### src/rtl/conv_pkg.sv
// Shared types and width helpers for the streaming 2D convolution block.
package conv_pkg;

    typedef enum logic {
        LOAD_W = 1'b0,
        STREAM = 1'b1
    } state_t;

    // Default-configuration product type (DATA_W = COEF_W = 8).
    localparam int PROD_W_DEF = 16;
    typedef logic signed [PROD_W_DEF-1:0] prod_t;

    // Full-precision window sum: product width plus growth of a K*K-term addition.
    function automatic int acc_width(input int data_w, input int coef_w, input int k);
        return data_w + coef_w + $clog2(k * k);
    endfunction

endpackage

### src/rtl/conv_window_mac.sv
// K*K multiply stage followed by a registered adder tree; drains every cycle, no backpressure.
module conv_window_mac
    import conv_pkg::*;
#(
    parameter int K      = 3,
    parameter int DATA_W = 8,
    parameter int COEF_W = 8,
    parameter int ACC_W  = acc_width(DATA_W, COEF_W, K)
) (
    input  logic                  clk,
    input  logic                  rst,
    input  logic                  launch,
    input  logic                  launch_last,
    input  logic [K*K*DATA_W-1:0] window,
    input  logic [K*K*COEF_W-1:0] weights,
    output logic                  valid_out,
    output logic                  last_out,
    output logic [ACC_W-1:0]      output_data
);
    localparam int KK     = K * K;
    localparam int PROD_W = DATA_W + COEF_W;

    logic signed [PROD_W-1:0] prod_q [KK];
    logic                     s1_valid;
    logic                     s1_last;
    logic signed [ACC_W-1:0]  sum;

    always_ff @(posedge clk or posedge rst) begin
        if (rst) begin
            s1_valid <= 1'b0;
            s1_last  <= 1'b0;
            for (int e = 0; e < KK; e++) prod_q[e] <= '0;
        end else begin
            s1_valid <= launch;
            s1_last  <= launch && launch_last;
            if (launch) begin
                for (int e = 0; e < KK; e++) begin
                    prod_q[e] <= PROD_W'($signed(window[e*DATA_W +: DATA_W])) *
                                 PROD_W'($signed(weights[e*COEF_W +: COEF_W]));
                end
            end
        end
    end

    always_comb begin
        sum = '0;
        for (int e = 0; e < KK; e++) sum = sum + ACC_W'(prod_q[e]);
    end

    always_ff @(posedge clk or posedge rst) begin
        if (rst) begin
            valid_out   <= 1'b0;
            last_out    <= 1'b0;
            output_data <= '0;
        end else begin
            valid_out <= s1_valid;
            last_out  <= s1_last;
            if (s1_valid) output_data <= sum;
        end
    end

endmodule

### src/rtl/conv_2d_square_input_square_kernel_stream.sv
// Streaming stride-1, no-padding 2D convolution: serial weight load, raster pixel stream,
// shift-register line buffer feeding a two-stage multiply/add pipeline.
module conv_2d_square_input_square_kernel_stream
    import conv_pkg::*;
#(
    parameter int IMG_N  = 8,
    parameter int K      = 3,
    parameter int DATA_W = 8,
    parameter int COEF_W = 8,
    parameter int ACC_W  = acc_width(DATA_W, COEF_W, K)
) (
    input  logic              clk,
    input  logic              rst,
    input  logic              weight_valid,
    output logic              weight_ready,
    input  logic [COEF_W-1:0] weight_data,
    input  logic              valid_in,
    output logic              ready_in,
    input  logic [DATA_W-1:0] input_data,
    output logic              valid_out,
    output logic [ACC_W-1:0]  output_data,
    output logic              last_out,
    output state_t            state_dbg
);
    localparam int KK    = K * K;
    localparam int SR_D  = (K - 1) * IMG_N + K;
    localparam int CNT_W = (IMG_N > 1) ? $clog2(IMG_N) : 1;
    localparam int WI_W  = $clog2(KK);

    localparam logic [CNT_W-1:0] LAST_IDX  = CNT_W'(IMG_N - 1);
    localparam logic [CNT_W-1:0] WIN_START = CNT_W'(K - 1);
    localparam logic [WI_W-1:0]  W_LAST    = WI_W'(KK - 1);

    state_t              state;
    logic [WI_W-1:0]     w_idx;
    logic [COEF_W-1:0]   w [KK];
    logic [DATA_W-1:0]   sr [SR_D];
    logic [CNT_W-1:0]    row;
    logic [CNT_W-1:0]    col;
    logic                frame_idle;
    logic                w_fire;
    logic                p_fire;
    logic                launch_q;
    logic                launch_last_q;
    logic [KK*DATA_W-1:0] window_flat;
    logic [KK*COEF_W-1:0] weight_flat;

    // Handshake: a beat transfers on the rising edge where valid and ready are both high;
    // ready never depends on valid, and a held beat stays offered until it transfers.
    assign frame_idle   = (row == '0) && (col == '0);
    assign weight_ready = (state == LOAD_W) || frame_idle;
    assign ready_in     = (state == STREAM);
    assign w_fire       = weight_valid && weight_ready;
    assign p_fire       = valid_in && ready_in;
    assign state_dbg    = state;

    // A reload may only start between frames, so in-flight windows always see one weight set.
    always_ff @(posedge clk or posedge rst) begin
        if (rst) begin
            state <= LOAD_W;
            w_idx <= '0;
            for (int i = 0; i < KK; i++) w[i] <= '0;
        end else if (w_fire) begin
            if (state == LOAD_W) begin
                w[w_idx] <= weight_data;
                if (w_idx == W_LAST) begin
                    w_idx <= '0;
                    state <= STREAM;
                end else begin
                    w_idx <= w_idx + WI_W'(1);
                end
            end else begin
                w[0]  <= weight_data;
                w_idx <= WI_W'(1);
                state <= LOAD_W;
            end
        end
    end

    // Launch decisions use the counters before this pixel advances them.
    always_ff @(posedge clk or posedge rst) begin
        if (rst) begin
            row           <= '0;
            col           <= '0;
            launch_q      <= 1'b0;
            launch_last_q <= 1'b0;
            for (int i = 0; i < SR_D; i++) sr[i] <= '0;
        end else begin
            launch_q      <= p_fire && (row >= WIN_START) && (col >= WIN_START);
            launch_last_q <= p_fire && (row == LAST_IDX) && (col == LAST_IDX);
            if (p_fire) begin
                sr[0] <= input_data;
                for (int i = 1; i < SR_D; i++) sr[i] <= sr[i-1];
                if (col == LAST_IDX) begin
                    col <= '0;
                    row <= (row == LAST_IDX) ? '0 : row + CNT_W'(1);
                end else begin
                    col <= col + CNT_W'(1);
                end
            end
        end
    end

    // Newest pixel sits at tap 0, so tap (r,c) pairs with kernel element (K-1-r, K-1-c).
    always_comb begin
        window_flat = '0;
        weight_flat = '0;
        for (int kr = 0; kr < K; kr++) begin
            for (int kc = 0; kc < K; kc++) begin
                window_flat[(kr*K+kc)*DATA_W +: DATA_W] = sr[(K-1-kr)*IMG_N + (K-1-kc)];
                weight_flat[(kr*K+kc)*COEF_W +: COEF_W] = w[kr*K+kc];
            end
        end
    end

    conv_window_mac #(
        .K      (K),
        .DATA_W (DATA_W),
        .COEF_W (COEF_W),
        .ACC_W  (ACC_W)
    ) u_mac (
        .clk         (clk),
        .rst         (rst),
        .launch      (launch_q),
        .launch_last (launch_last_q),
        .window      (window_flat),
        .weights     (weight_flat),
        .valid_out   (valid_out),
        .last_out    (last_out),
        .output_data (output_data)
    );

endmodule

### config.mk
export PLATFORM = sky130hd
export DESIGN_NAME = conv_2d_square_input_square_kernel_stream
export DESIGN_NICKNAME = d
export VERILOG_FILES = /design/src/rtl/conv_pkg.sv /design/src/rtl/conv_window_mac.sv /design/src/rtl/conv_2d_square_input_square_kernel_stream.sv
export SDC_FILE = /design/constraint.sdc
export NUM_CORES = 2
export LEC_CHECK = 0
export BUFFER_PORTS_ARGS = -buffer_cell sky130_fd_sc_hd__buf_2
export CORE_MARGIN = 10
export CORE_UTILIZATION = 40
export CTS_BUF_LIST = sky130_fd_sc_hd__clkbuf_2
export CTS_CLUSTER_SIZE = 28
export DETAILED_ROUTE_END_ITERATION = 16
export MAX_ROUTING_LAYER = met4
export RECOVER_POWER = 100
export SYNTH_ARGS = -nofsm -noshare
export SYNTH_HDL_FRONTEND = slang
export SYNTH_SLANG_ARGS = --single-unit
### constraint.sdc
create_clock -name clk -period 16 [get_ports clk]
set_clock_uncertainty 0.1 [all_clocks]
set_input_delay 1.6 -clock clk [delete_from_list [all_inputs] [get_ports clk]]
set_output_delay 1.6 -clock clk [all_outputs]
set_load 0.1 [all_outputs]
==> flow_summary.ini <==
[logic_synthesis]
synth.area.top_cells = fa_1 29%, dfrtp_1 25%, ha_1 9.4%, mux2_2 8.1%, inv_1 6.9%
synth.most_common_cell = inv_1
synth_commonest_cells = 761 x inv_1, 600 x fa_1, 405 x dfrtp_1
ys_warn_count = 0
synth.yosys.seq_area_share_pct = 24.54
syn_nets = 4868
synth_top_cell_area_share_pct = 29.08
synth-seq-cells = 405
synthFlopType = dfrtp_1
synth_edf_count = 0
yosysTopAreaCell = fa_1
synth_area_sq_um = 41300
synth_cells = 3939
ys_async_sr_fraction_pct = 100.0
ys_types = 71
synth.avg_cell_area_sq_um = 10.49

[critical_path]
cp-start-kind = register
critPathCaptureType = register
crit_arrival_ns = 8.68
worstSetupPathType = reg -> reg
path_max_fanout = 74
critPathRequiredTime_ns = 16.98

[placed_design]
gp_congestion = 0.9004
dp_slack_ns = 9.341
port_buffers = 44
dp_hpwl_mm = 74.38

[floorplan]
pin_count = 45
die_x_microns = 341.3
die_y_microns = 341.3
coreArea_sq_um = 102200
start_util_pct = 40.42
rows = 117
die-area_sq_um = 116500

[finish]
syn_to_final_growth_pct = 6.347
utilization_pct = 42.99
nNetsFinal = 4922
drive_gt1_share_pct = 12.93

[timing]
fin_crit_ns = 7.705
relSlewSlack_pct = -255.1
finalHoldViolCount = 0
rsz0062_at_grt = false
tns_ns = 0
post-route-period-util_pct = 48.16
drv_slew = 619
fmax_mhz = 129.8
setup_viol = 0
max_slew.worst_pin.slew_ns = 5.326
fin_ws_ns = 8.295

[clocking]
ctsResizeCount = 0
cts_sinks = 405
clk_pin_slew_ns = 0.11
clk_latency_ns = 1.39
tritoncts = done
post_cts_buffers = 0
ctsHoldBuffers = 0
clockBufferDepth = 3
cts_buffers = 116
cts_htree_levels = 3
cts_root_buf = clkbuf_2

[grt]
antenna_found_initial = 11
grt_use_total_pct = 17.73
grt_pass1_vias = 28648
grt-ovfl-total = 0
grt_max_degree = 151
grt_pass1_wl_mm = 159.6

[hold_path]
hp-class = reg -> reg

[status]
status = finished, violations left
failed_checks = capacitance limit, slew limit

[drt]
first_iter_violations = 1310
vias = 26931
drt-total-wl_mm = 96.38
vias_per_cell = 4.939
wire_per_inst_microns = 17.68
dr.pass1.iters = 5
ant_nets = 0
drc = 0

[job]
cap_violations = 11

[power_and_ir_drop]
leakage_nw = 21.76
max-vdd-ir-drop_mv = 0.3200
total_power_mw = 5.896
power_density_nw_per_um2 = 134.2
## sequential cells by signal, summed over array words and instances, names as in the netlist
name / cells
col: 3
launch_last_q: 1
launch_q: 1
ready_in: 1
row: 3
sr: 152
u_mac.last_out: 1
u_mac.output_data: 20
u_mac.prod_q: 144
u_mac.s1_last: 1
u_mac.s1_valid: 1
u_mac.valid_out: 1
w: 72
w_idx: 4
## cell type report
cell class	instances	area (sq um)
fillers	10024	58260
flip-flops and latches	405	10130
diodes	3	7.507
clock buffers	161	805.8
well taps	1368	1712
inverters	761	2858
repair buffers	54	250.2
multi-input cells	2655	27820
clock inverters	46	332.8
## layer usage
metal / share of wire, % / GRT usage (%) / routed length (microns)
met5: 0 / - / 0
met2: 46 / 27.22 / 44130
met3: 4.9 / 2.996 / 4739
met4: 2.0 / 4.794 / 1953
met1: 47 / 24.17 / 45560
## stage by stage
stage	std cells	hold slack (ns)	cell area, sq um
2_1_floorplan	3939	0.2312	41300
3_3_place_gp	5243	0.2356	42890
3_5_place_dp	5243	0.2372	42890
4_1_cts	5450	0.1629	44030
5_1_grt	5452	0.2796	43920
6_report	5453	0.2574	43920
## worst max-delay path, stage by stage (launching register included)
cell	delay [ns]
dfrtp_1	0.54
and2_0	3.84
clkbuf_1	2.50
mux2_2	0.49
## layout by cell type, fill, tap and decap left out, types with 59 or more instances in the layout
cell type,n
clkbuf_2,161
mux2_2,297
nand2_1,257
fa_1,600
nor3_1,59
xnor2_1,120
a21oi_1,83
nor2_1,91
nand2b_1,71
ha_1,309
dfrtp_1,405
inv_1,759
o21ai_0,93
and2_1,315
## final timing paths
check                              startpoint           endpoint  slack, ns  depth (start not counted)
worst min register to register  u_mac.s1_last     u_mac.last_out       0.26                          0
min in group asynchronous                 rst  u_mac.prod_q[135]       1.44                          2
max in group asynchronous                 rst             sr[78]       9.60                          3
worst max register to register       ready_in             sr[30]       8.29                          3
worst min-delay path            u_mac.s1_last     u_mac.last_out       0.26                          0
worst max-delay path                 ready_in             sr[30]       8.29                          3
## cells by family after synthesis
kind of cell | share of synthesized area (%)
flops | 24.54
compound gates | 6.313
xor+xnor | 2.842
simple gates | 11.65
fa+ha+maj | 38.44
buf+inv | 7.998
mux | 8.219
## report_power, final
part | switching (mW) | internal, mW | leakage [nW] | total [mW]
Sequential | 0.366 | 1.15 | 5.50 | 1.52
Clock | 0.508 | 0.337 | 0.847 | 0.845
Combinational | 1.93 | 1.60 | 15.4 | 3.53
No activity file was read; power rests on OpenSTA's default activity.
